`src/rtl/sisc_pkg.sv`:
```
`default_nettype none
// ============================================================================
// Module      : sisc_pkg
// Description : Shared constants and types for the SISC instruction fetch
//               path: address width, reset PC and the fetch FSM encoding.
// Revision    : 1.0 - initial release
// ============================================================================
package sisc_pkg;

    localparam int          ADDR_W        = 16;
    localparam logic [15:0] RESET_PC      = 16'h0000;
    localparam logic [15:0] FETCH_CNT_MAX = 16'hFFFF;

    // IDLE  : one cycle after reset release, no request issued
    // REQ   : read request outstanding, waiting for mem_ack
    // HOLD  : ir holds an unconsumed instruction, waiting for fetch_en
    typedef enum logic [1:0] {
        ST_IDLE = 2'd0,
        ST_REQ  = 2'd1,
        ST_HOLD = 2'd2
    } fetch_state_t;

endpackage
`default_nettype wire

```
`src/rtl/pc_reg.sv`:
```
`default_nettype none
// ============================================================================
// Module      : pc_reg
// Description : Program counter register with parallel load, increment and
//               asynchronous reset to RESET_PC. Load has priority over
//               increment; increment wraps from all-ones to zero.
// Ports       : clk    - clock
//               rst_f  - asynchronous active-high reset
//               load_i - load d_i into the PC
//               inc_i  - increment the PC
//               d_i    - load value
//               q_o    - current PC
// Revision    : 1.0 - initial release
// ============================================================================
module pc_reg
    import sisc_pkg::*;
#(
    parameter int                ADDR_W   = sisc_pkg::ADDR_W,
    parameter logic [ADDR_W-1:0] RESET_PC = sisc_pkg::RESET_PC[ADDR_W-1:0]
) (
    input  logic              clk,
    input  logic              rst_f,
    input  logic              load_i,
    input  logic              inc_i,
    input  logic [ADDR_W-1:0] d_i,
    output logic [ADDR_W-1:0] q_o
);

    localparam logic [ADDR_W-1:0] c_one = {{(ADDR_W-1){1'b0}}, 1'b1};

    logic [ADDR_W-1:0] pc_q;

    always_ff @(posedge clk or posedge rst_f) begin
        if (rst_f) begin
            pc_q <= RESET_PC;
        end else if (load_i) begin
            pc_q <= d_i;
        end else if (inc_i) begin
            pc_q <= pc_q + c_one;
        end
    end

    assign q_o = pc_q;

endmodule
`default_nettype wire

```
`src/rtl/ifetch_unit.sv`:
```
`default_nettype none
// ============================================================================
// Module      : ifetch_unit
// Description : Single-outstanding-request instruction fetch unit. Issues a
//               level read request at pc, captures the returned word into ir
//               on mem_ack, then holds it until the core consumes it with
//               fetch_en, at which point the PC advances (or branches) and
//               the next request is issued.
// Ports       : clk       - clock
//               rst_f     - asynchronous active-high reset
//               fetch_en  - consume current ir and advance
//               br_taken  - take br_addr as next PC (with fetch_en)
//               br_addr   - branch target
//               mem_rd    - read request (level)
//               mem_addr  - read word address
//               mem_data  - instruction word from memory
//               mem_ack   - one-cycle read completion pulse
//               ir        - registered instruction
//               ir_valid  - ir holds an unconsumed instruction
//               pc        - address of instruction in ir / being fetched
//               fetch_cnt - saturating count of completed fetches
// Revision    : 1.0 - initial release
// ============================================================================
module ifetch_unit
    import sisc_pkg::*;
#(
    parameter int                ADDR_W   = sisc_pkg::ADDR_W,
    parameter logic [ADDR_W-1:0] RESET_PC = sisc_pkg::RESET_PC[ADDR_W-1:0]
) (
    input  logic              clk,
    input  logic              rst_f,
    input  logic              fetch_en,
    input  logic              br_taken,
    input  logic [ADDR_W-1:0] br_addr,
    output logic              mem_rd,
    output logic [ADDR_W-1:0] mem_addr,
    input  logic [31:0]       mem_data,
    input  logic              mem_ack,
    output logic [31:0]       ir,
    output logic              ir_valid,
    output logic [ADDR_W-1:0] pc,
    output logic [15:0]       fetch_cnt
);

    fetch_state_t      state_q, state_d;
    logic [31:0]       ir_q, ir_d;
    logic              ir_valid_q, ir_valid_d;
    logic [15:0]       cnt_q, cnt_d;
    logic              pc_load, pc_inc;
    logic [ADDR_W-1:0] pc_q;

    pc_reg #(
        .ADDR_W   (ADDR_W),
        .RESET_PC (RESET_PC)
    ) u_pc_reg (
        .clk    (clk),
        .rst_f  (rst_f),
        .load_i (pc_load),
        .inc_i  (pc_inc),
        .d_i    (br_addr),
        .q_o    (pc_q)
    );

    always_ff @(posedge clk or posedge rst_f) begin
        if (rst_f) begin
            state_q    <= ST_IDLE;
            ir_q       <= 32'h0000_0000;
            ir_valid_q <= 1'b0;
            cnt_q      <= 16'h0000;
        end else begin
            state_q    <= state_d;
            ir_q       <= ir_d;
            ir_valid_q <= ir_valid_d;
            cnt_q      <= cnt_d;
        end
    end

    // mem_ack is only honoured in REQ and fetch_en/br_taken only in HOLD;
    // in every other state they fall through to the hold-value defaults.
    always_comb begin
        state_d    = state_q;
        ir_d       = ir_q;
        ir_valid_d = ir_valid_q;
        cnt_d      = cnt_q;
        pc_load    = 1'b0;
        pc_inc     = 1'b0;
        mem_rd     = 1'b0;
        case (state_q)
            ST_IDLE: begin
                state_d = ST_REQ;
            end
            ST_REQ: begin
                mem_rd = 1'b1;
                if (mem_ack) begin
                    ir_d       = mem_data;
                    ir_valid_d = 1'b1;
                    if (cnt_q != FETCH_CNT_MAX) begin
                        cnt_d = cnt_q + 16'd1;
                    end
                    state_d = ST_HOLD;
                end
            end
            ST_HOLD: begin
                if (fetch_en) begin
                    if (br_taken) begin
                        pc_load = 1'b1;
                    end else begin
                        pc_inc = 1'b1;
                    end
                    ir_valid_d = 1'b0;
                    state_d    = ST_REQ;
                end
            end
            default: begin
                state_d = ST_IDLE;
            end
        endcase
    end

    // The request address is the PC itself, so it is stable for the whole
    // REQ state and reads RESET_PC while reset is asserted.
    assign mem_addr  = pc_q;
    assign pc        = pc_q;
    assign ir        = ir_q;
    assign ir_valid  = ir_valid_q;
    assign fetch_cnt = cnt_q;

endmodule
`default_nettype wire

```
`config.mk`:
```
export PLATFORM = sky130hd
export DESIGN_NAME = ifetch_unit
export DESIGN_NICKNAME = d
export VERILOG_FILES = /design/src/rtl/sisc_pkg.sv /design/src/rtl/pc_reg.sv /design/src/rtl/ifetch_unit.sv
export SDC_FILE = /design/constraint.sdc
export NUM_CORES = 1
export LEC_CHECK = 0
export CORE_ASPECT_RATIO = 0.8
export CORE_MARGIN = 2
export CORE_UTILIZATION = 40
export CTS_CLUSTER_DIAMETER = 150
export DETAILED_ROUTE_END_ITERATION = 10
export GPL_ROUTABILITY_DRIVEN = 0
export GPL_TIMING_DRIVEN = 1
export PLACE_DENSITY = 0.72
export SLEW_MARGIN = 20
export SYNTH_ARGS = -nofsm -noshare
export SYNTH_HDL_FRONTEND = slang
export SYNTH_SLANG_ARGS = --single-unit
```
`constraint.sdc`:
```
create_clock -name clk -period 2.65 [get_ports clk]
set_clock_uncertainty 0.1 [all_clocks]
set_input_delay 0.265 -clock clk [delete_from_list [all_inputs] [get_ports clk]]
set_output_delay 0.265 -clock clk [all_outputs]
set_load 0.02 [all_outputs]
```
Yosys cells after proc, flatten, opt, wreduce, memory -nomap -nowiden
Index checks and enable logic that the tools add are counted.
- add/sub/neg operators: 2
- div/mod/pow operators: 0
- multiplexer cells: 15
- equal/unequal tests: 5
- order comparisons: 0
- reductions and logical operators: 7
- multiply operators: 0
- bitwise gates (word level): 0
- shift-type cells: 0
- operators by type and width (operator ; number):
    adder 16 x 1 -> 16 bit, second input constant ; 2
    two-way mux 16 bit ; 2
    inequality test 16 bit, second input constant ; 1
    two-way mux 1 bit ; 9
    one-hot mux 2 bit (3 select lines) ; 1
    AND reduction 3 bit ; 2
    two-way mux 2 bit ; 2
    inequality test 2 bit, second input constant ; 2
    AND reduction 2 bit ; 2
    nonzero test 2 bit ; 2
    equality test 2 x 1 -> 1 bit, second input constant ; 1
    equality test 2 bit, second input constant ; 1
    logical NOT 2 bit ; 1
    one-hot mux 1 bit (2 select lines) ; 1
- bits in registers: 67
- latch bits: 0
- input port bits: 53
- output and inout port bits: 82
- logic and storage cells: 34
- bits in writable memories: 0
- memories: 0
- memory bits (read-only): 0

Longest topological paths before layout
Gate-level depths: netlist (run 1).
- word-level depth: 5
- gate-level depth with buffers: 6
- depth with buffers taken out: 5

Hierarchy
Synthesis (run 1) repeated with hierarchy kept, for this count alone.
- cells, all modules: 278
- area total of the unflattened synthesis: 3191.8 µm²
- by module, submodules not included (module ; sequential area each (µm²) ; cells an instance ; area an instance (µm²) ; times used):
    ifetch_unit ; 1276.2 ; 177 ; 2274.7 ; 1
    pc_reg ; 400.4 ; 101 ; 917.1 ; 1

Least setup slack after synthesis (run 1)
OpenSTA, ideal clock, no wires.
- kind: flip-flop to flip-flop
- from: reg cnt_q[0], in the netlist fetch_cnt[0]
- to: reg cnt_q[1], in the netlist fetch_cnt[1]
- library setup time: 0.125 ns
- path buffers: 0
- stages on the path, launching flop included: 6
- data arrival time: 1.680 ns
- period minus slack after synthesis: 1.905 ns
- data required time: 2.425 ns
- slack: 0.745 ns
- cell sequence: dfrtp_1 > ha_1 > nand4_2 > nor4_4 > nor2_2 > mux2_4
- longest elaborated chain between the ends: 2
- elaborated cells on any way between the ends: 3
- those cells by class: add/sub (1); eq/ne (1); reduce/logical (1)
- RTL lines (element ; line ; RTL):
    start: declaration ; ifetch_unit.sv:48 ; logic [15:0] cnt_q, cnt_d;
    start signal: assignment ; ifetch_unit.sv:74 ; cnt_q <= cnt_d;
    parallel branches: the longest is 2 deep, another holds adder 16 x 1 -> 16 bit ; - ;
Several ways; the timed one is not identified.
A chain may end at the register's enable or synchronous reset.

Final worst setup path (run 1)
- from: reg u_pc_reg.pc_q[0], in the netlist u_pc_reg.q_o[0]
- to: reg u_pc_reg.pc_q[14], in the netlist u_pc_reg.q_o[14]
- longest elaborated chain between the ends: 3
- RTL lines (element ; line ; RTL):
    start: declaration ; pc_reg.sv:31 ; logic [ADDR_W-1:0] pc_q;
    start signal: assignment ; pc_reg.sv:37 ; pc_q <= d_i;
    start signal: assignment ; pc_reg.sv:39 ; pc_q <= pc_q + c_one;
    adder 16 x 1 -> 16 bit ; pc_reg.sv:39 ;
    two-way mux 16 bit ; pc_reg.sv:38 ; end else if (inc_i) begin
    two-way mux 16 bit ; pc_reg.sv:36 ; end else if (load_i) begin
Every way passes these cells. The select of a mux whose other input is x is not followed.

==> results of run 1 <==
## cell families (layout without fill, tap and decap cells)
group / after synthesis / count (layout) / synth area share
buf+inv: 35 / 162 / 0.0607
compound gates: 50 / 50 / 0.0941
fa+ha+maj: 2 / 2 / 0.00768
xor+xnor: 11 / 11 / 0.0296
mux: 36 / 36 / 0.125
simple gates: 88 / 88 / 0.169
flops: 67 / 67 / 0.515
## power groups by stage
stage          combinational (mW)  clock (mW)  sequential, mW
2_1_floorplan                1.07           0            2.32
3_3_place_gp                 2.68           0            1.85
3_5_place_dp                 2.72           0            1.88
4_1_cts                      2.74        1.05            1.87
5_1_grt                      2.87        1.10            1.94
6_report                     2.70        1.02            1.87
## final cells by class
type / instances / share of cell area
flip-flops and latches: 67 / 0.346
multi-input cells: 187 / 0.285
repair buffers: 138 / 0.285
well taps: 108 / 0.0279
clock buffers: 10 / 0.0263
clock inverters: 6 / 0.0235
inverters: 8 / 0.00619
## worst register-to-register path: cells and delay by family, from the launching register on
family | cells | cell delay [ns]
AOI/OAI and AO/OA | 2 | 0.34
and+or+nand+nor | 2 | 0.77
adders and majority gates | 1 | 0.27
DFF | 1 | 0.52
## per-layer routing
layer / GRT usage / vias up / share of wire
met5: 0 / - / 0
met4: 0.0545 / 0 / 0.011
met3: 0.0637 / 6 / 0.077
met2: 0.300 / 85 / 0.49
met1: 0.220 / 1299 / 0.42
li1: - / 1283 / -
## state kept, by name, summed over array words and instances (netlist names)
| name | count |
|---|---|
| ir_valid | 1 |
| u_pc_reg.q_o | 16 |
| fetch_cnt | 16 |
| ir | 32 |
| state_q | 2 |
## Yosys cell counts (all sizes together), types with 3 or more instances
library cell	n	area, um2
a21oi	14	70.1
a22oi	4	30.0
a31oi	4	25.0
and4	4	35.0
buf	21	145
clkbuf	6	22.5
dfrtp	67	1680
inv	7	26.3
mux2	34	387
nand2	17	63.8
nand3	15	80.1
nand4	8	77.6
nor2	12	47.6
nor3	10	50.1
nor3b	3	22.5
nor4	8	80.1
o21a	3	22.5
o21ai	14	70.1
o22a	3	26.3
o22ai	3	18.8
xnor2	5	43.8
xor2	6	52.6
## stage by stage
| stage | std cells | hold slack [ns] |
|---|---|---|
| floorplan | 289 | 0.310 |
| global placement | 508 | 0.363 |
| detailed placement | 508 | 0.370 |
| CTS | 524 | 0.167 |
| global route | 524 | 0.192 |
| finish | 524 | 0.169 |
## worst min-delay path by stage
| stage | start | to | slack (ns) | depth (start not counted) |
|---|---|---|---|---|
| 5_1_grt | rst_f | ir[7] | 0.19 | 2 |
| 3_3_place_gp | ir_valid | ir_valid | 0.36 | 2 |
| 3_5_place_dp | ir_valid | ir_valid | 0.37 | 2 |
| 2_1_floorplan | br_addr[0] | u_pc_reg.q_o[0] | 0.31 | 2 |
| 4_1_cts | rst_f | ir[7] | 0.17 | 2 |
| 6_report | rst_f | ir[7] | 0.17 | 2 |
==> run summary, run 1 <==
Vias in the first global route = 2630
Clock buffer depth = 2
Fin Setup TNS = 0 ns
Largest net degree at the start of global routing = 47
Period minus WS final = 2.12 ns
Clk pwr share = 0.182
FFs w/ async S/R, synth = 1.00
Die W = 105 um
Pint = 3.47 mW
CTS sink count = 67
H-tree levels = 3
Number of vias per cell = 5.10
Die height = 84.7 um
Io pins = 135
Mapped cell area = 0.00326 mm2
WS Path Type = flip-flop to flip-flop
Placement Cell Area = 0.00461 mm2
Hold violation count in the final report = 0
RSZ-0062 raised after global routing = false
Status = completed
Reg-to-reg endpoint = u_pc_reg.q_o[14]
Commonest non-fill, non-tap cell in the layout = clkdlybuf4s50_1
Min-delay worst type = input pin to asynchronous set/reset pin
Initial antenna violation count = 0
Crit path launch type = flip-flop
Final Core Density = 0.613
Flops & latches, synth = 67
Core ar. = 0.00791 mm2
Slew Limit Fails = 0
Fin crit share = 0.800
Final worst setup slack = 0.530 ns
Post-CTS Setup Repair Bufs = 0
Worst R2R Path Depth = 5
P&R area growth vs syn = 48.9%
Worst path top cell family by delay = simple AND/OR/NAND/NOR gates
Reg power frac = 0.334
GRT Total Usage = 0.180
Starting Density = 0.412
Critical path depth in cells = 5
FF/Latch Area = 0.00168 mm2
Fillcell total = 694
Routed len/inst = 14.8 um
CP Capture Point = u_pc_reg.q_o[14]
Synth warn = 0
Diode count = 0
Critical Path AT = 2.24 ns
Leak = 2.00 nW
Number of buffers and inverters on the critical path = 0
Placement row count = 29
Residual DRC = 0
Slowest CP cell = dfrtp_1
Num CTS Buffers = 9
Post-Syn Instances = 289
Largest stage delay, worst path = 0.52 ns
Drt total wl = 7740 um
Design Area, Final = 0.00485 mm2
Die area = 0.00889 mm2
Nets@finish = 466
Yosys cell types = 46
Post-Syn Nets = 344
Design Power = 5.58 mW
Worst setup startpoint = u_pc_reg.q_o[0]
PortBufs = 134
Routed vias = 2673
Psw = 2.11 mW
R2R setup slack = 0.53 ns
Hold_buf cts = 0
Mean post-synth cell area = 11.3 um2
Measured slew at the worst slew-check pin = 0.642 ns
Clock slew at reported path FFs = 0.08 ns
Number of max-cap violations = 0
Most frequent cells in the layout = 134 x clkdlybuf4s50_1, 67 x dfrtp_1, 33 x mux2_2
Rel. slew slack = 0.572
DR pass1 iterations = 4
Antenna-violating nets left = 0
Critical Path Sink Type = flip-flop
Number of flops mapped to enable cells by yosys = 0
Net Sw Frac = 0.378
Max Clk Rate = 472 MHz
R2R Path Start = u_pc_reg.q_o[0]
Setup Viol. Count Final = 0
Power per Cell Area = 1150 mW/mm2
Clk_lat worst skew = 0.34 ns
VDD IR max = 624 uV
Crit-path cells = ha_1 > nand3_1 > nor4_1 > a31oi_1 > o22a_1
First-pass GRT wire length = 12800 um
DPL Wire Length = 5640 um
Pre-CTS WS = 0.466 ns
Gr ovfl total = 0
Multi-input gate area = 0.00138 mm2
Post-CTS resize count = 0
Root buf cell = clkbuf_8
Top FF cell, synth = dfrtp_1
Iter 0 DRT Violations = 105
Share of layout cells above drive strength 1 = 0.151
Crit Path Max Fanout = 7
Combinational power share = 0.484
CTS tree = built
Critical Path RT = 2.77 ns
Seq/Total Area, Yosys = 0.515
(Power assumes the default switching activity.)
==> run 2: changes to the inputs <==
- CORE_UTILIZATION: 40 -> 39
- PLACE_DENSITY: 0.72 -> 0.73
- clock period: 2.65 -> 1.9 ns (I/O delays scaled with it)
==> run summary, run 2 (synthesis results as in run 1) <==
Status = completed
DPL Wire Length = 6120 um
Die height = 85.8 um
Clock buffer depth = 2
Hold_buf cts = 0
Power per Cell Area = 1600 mW/mm2
Commonest non-fill, non-tap cell in the layout = clkdlybuf4s50_1
M1 WL = 3590 um
VDD IR max = 978 uV
Routed len/inst = 15.3 um
Critical Path AT = 1.53 ns
Rel. slew slack = 0.709
Io pins = 135
Period minus WS final = 1.82 ns
Number of vias per cell = 5.14
Iter 0 DRT Violations = 135
Num CTS Buffers = 9
Min-delay worst type = input pin to asynchronous set/reset pin
First-pass GRT wire length = 13400 um
Crit path launch type = flip-flop
Drt total wl = 8370 um
P&R area growth vs syn = 54.6%
CTS tree = built
Die W = 106 um
Core ar. = 0.00802 mm2
Most frequent cells in the layout = 134 x clkdlybuf4s50_1, 64 x dfrtp_1, 33 x mux2_2
Clk_lat worst skew = 0.35 ns
Residual DRC = 0
Setup Viol. Count Final = 0
Largest stage delay, worst path = 0.61 ns
GRT Total Usage = 0.189
PortBufs = 134
Number of flip-flops in the largest register = 32
Critical Path Sink Type = output port
Fin Setup TNS = 0 ns
Diode count = 0
Hold violation count in the final report = 0
Max layer used = met4
H-tree levels = 3
Met2 wire length = 3820 um
Starting Density = 0.406
CTS sink count = 67
Initial antenna violation count = 0
Share of layout cells above drive strength 1 = 0.205
Placement row count = 29
Measured slew at the worst slew-check pin = 0.433 ns
Final Hold Slack = 0.186 ns
Number of max-cap violations = 0
Leak = 2.11 nW
Clock slew at reported path FFs = 0.08 ns
Routed vias = 2809
Nets@finish = 488
Die area = 0.00911 mm2
Vias in the first global route = 2806
WS Path Type = flip-flop to output port
Max Clk Rate = 548 MHz
Slew Limit Fails = 0
Design Power = 8.08 mW
Largest net degree at the start of global routing = 68
Crit Path Max Fanout = 6
Crit-path cells = nor2b_1 > clkdlybuf4s50_1
Fin crit share = 0.960
Antenna-violating nets left = 0
DR pass1 iterations = 4
Critical Path RT = 1.61 ns
Wire length on met3 = 920 um
Slowest CP cell = clkdlybuf4s50_1
Root buf cell = clkbuf_8
Gr ovfl total = 0
-- run 2: cell count changes in the layout (fill, tap and decap cells not counted), sizes merged --
cell,before,now
inv,7,8
buf,4,26
clkbuf,10,9
-- run 2: layout make-up --
cell class                 instances  area [um2]
fill                             641        2980
sequential                        67        1680
timing repair buffer             160        1550
multi-input combinational        187        1390
tap                              108         135
clock buffer                       9         124
clock inverter                     7         124
inverter                           8        33.8
-- run 2: final timing paths --
kind	start	endpoint	slack [ns]	depth (start not counted)
setup / recovery	state_q[0]	mem_rd	0.08	2
hold / removal	rst_f	ir[8]	0.19	3
setup reg to reg	fetch_cnt[1]	fetch_cnt[1]	0.10	5
hold reg to reg	ir_valid	ir_valid	0.40	2
max in group asynchronous	rst_f	state_q[0]	1.21	3
min in group clk	br_addr[0]	u_pc_reg.q_o[0]	0.32	3
-- run 2: metrics by stage --
step	cells	utilization	area (um2)	setup slack (ns)
after floorplan	289	-	3260	0.00609
after global placement	530	0.596	4780	0.0965
after detailed placement	530	0.596	4780	0.0530
after CTS	546	0.627	5030	0.0470
after global routing	546	0.628	5040	-0.00527
final	546	0.628	5040	0.0766
-- run 2: critical path, delay by kind of cell, from the launching register on --
family	cells	cell delay [ns]
buffers and inverters	1	0.61
and+or+nand+nor	1	0.15
DFF	1	0.43
-- run 2: timing repair --
| action | 4_1_cts | 5_1_grt |
|---|---|---|
| endpoints found under the setup margin | 1 | 2 |
| gates resized for setup | 1 | 2 |
| endpoints found under the hold margin | 0 | 0 |
| buffers inserted | 0 | 0 |
| pin swaps | 0 | 0 |
-- run 2: routing by layer --
metal,GRT usage,up-vias
met4,0.0467,0
met2,0.290,124
met3,0.0988,2
li1,-,1329
met1,0.239,1354
met5,0,-
-- run 2: power by group --
| group | internal [mW] | switching (mW) | leakage (nW) |
|---|---|---|---|
| Combinational | 2.11 | 1.98 | 1.19 |
| Sequential | 2.03 | 0.487 | 0.802 |
| Clock | 0.883 | 0.592 | 0.120 |
| Total | 5.01 | 3.06 | 2.11 |
==> run 3: changes to the inputs <==
- SLEW_MARGIN: 20 -> unset
==> results of run 3 <==
Final layout, timing and power as in run 2 (identical DEF).
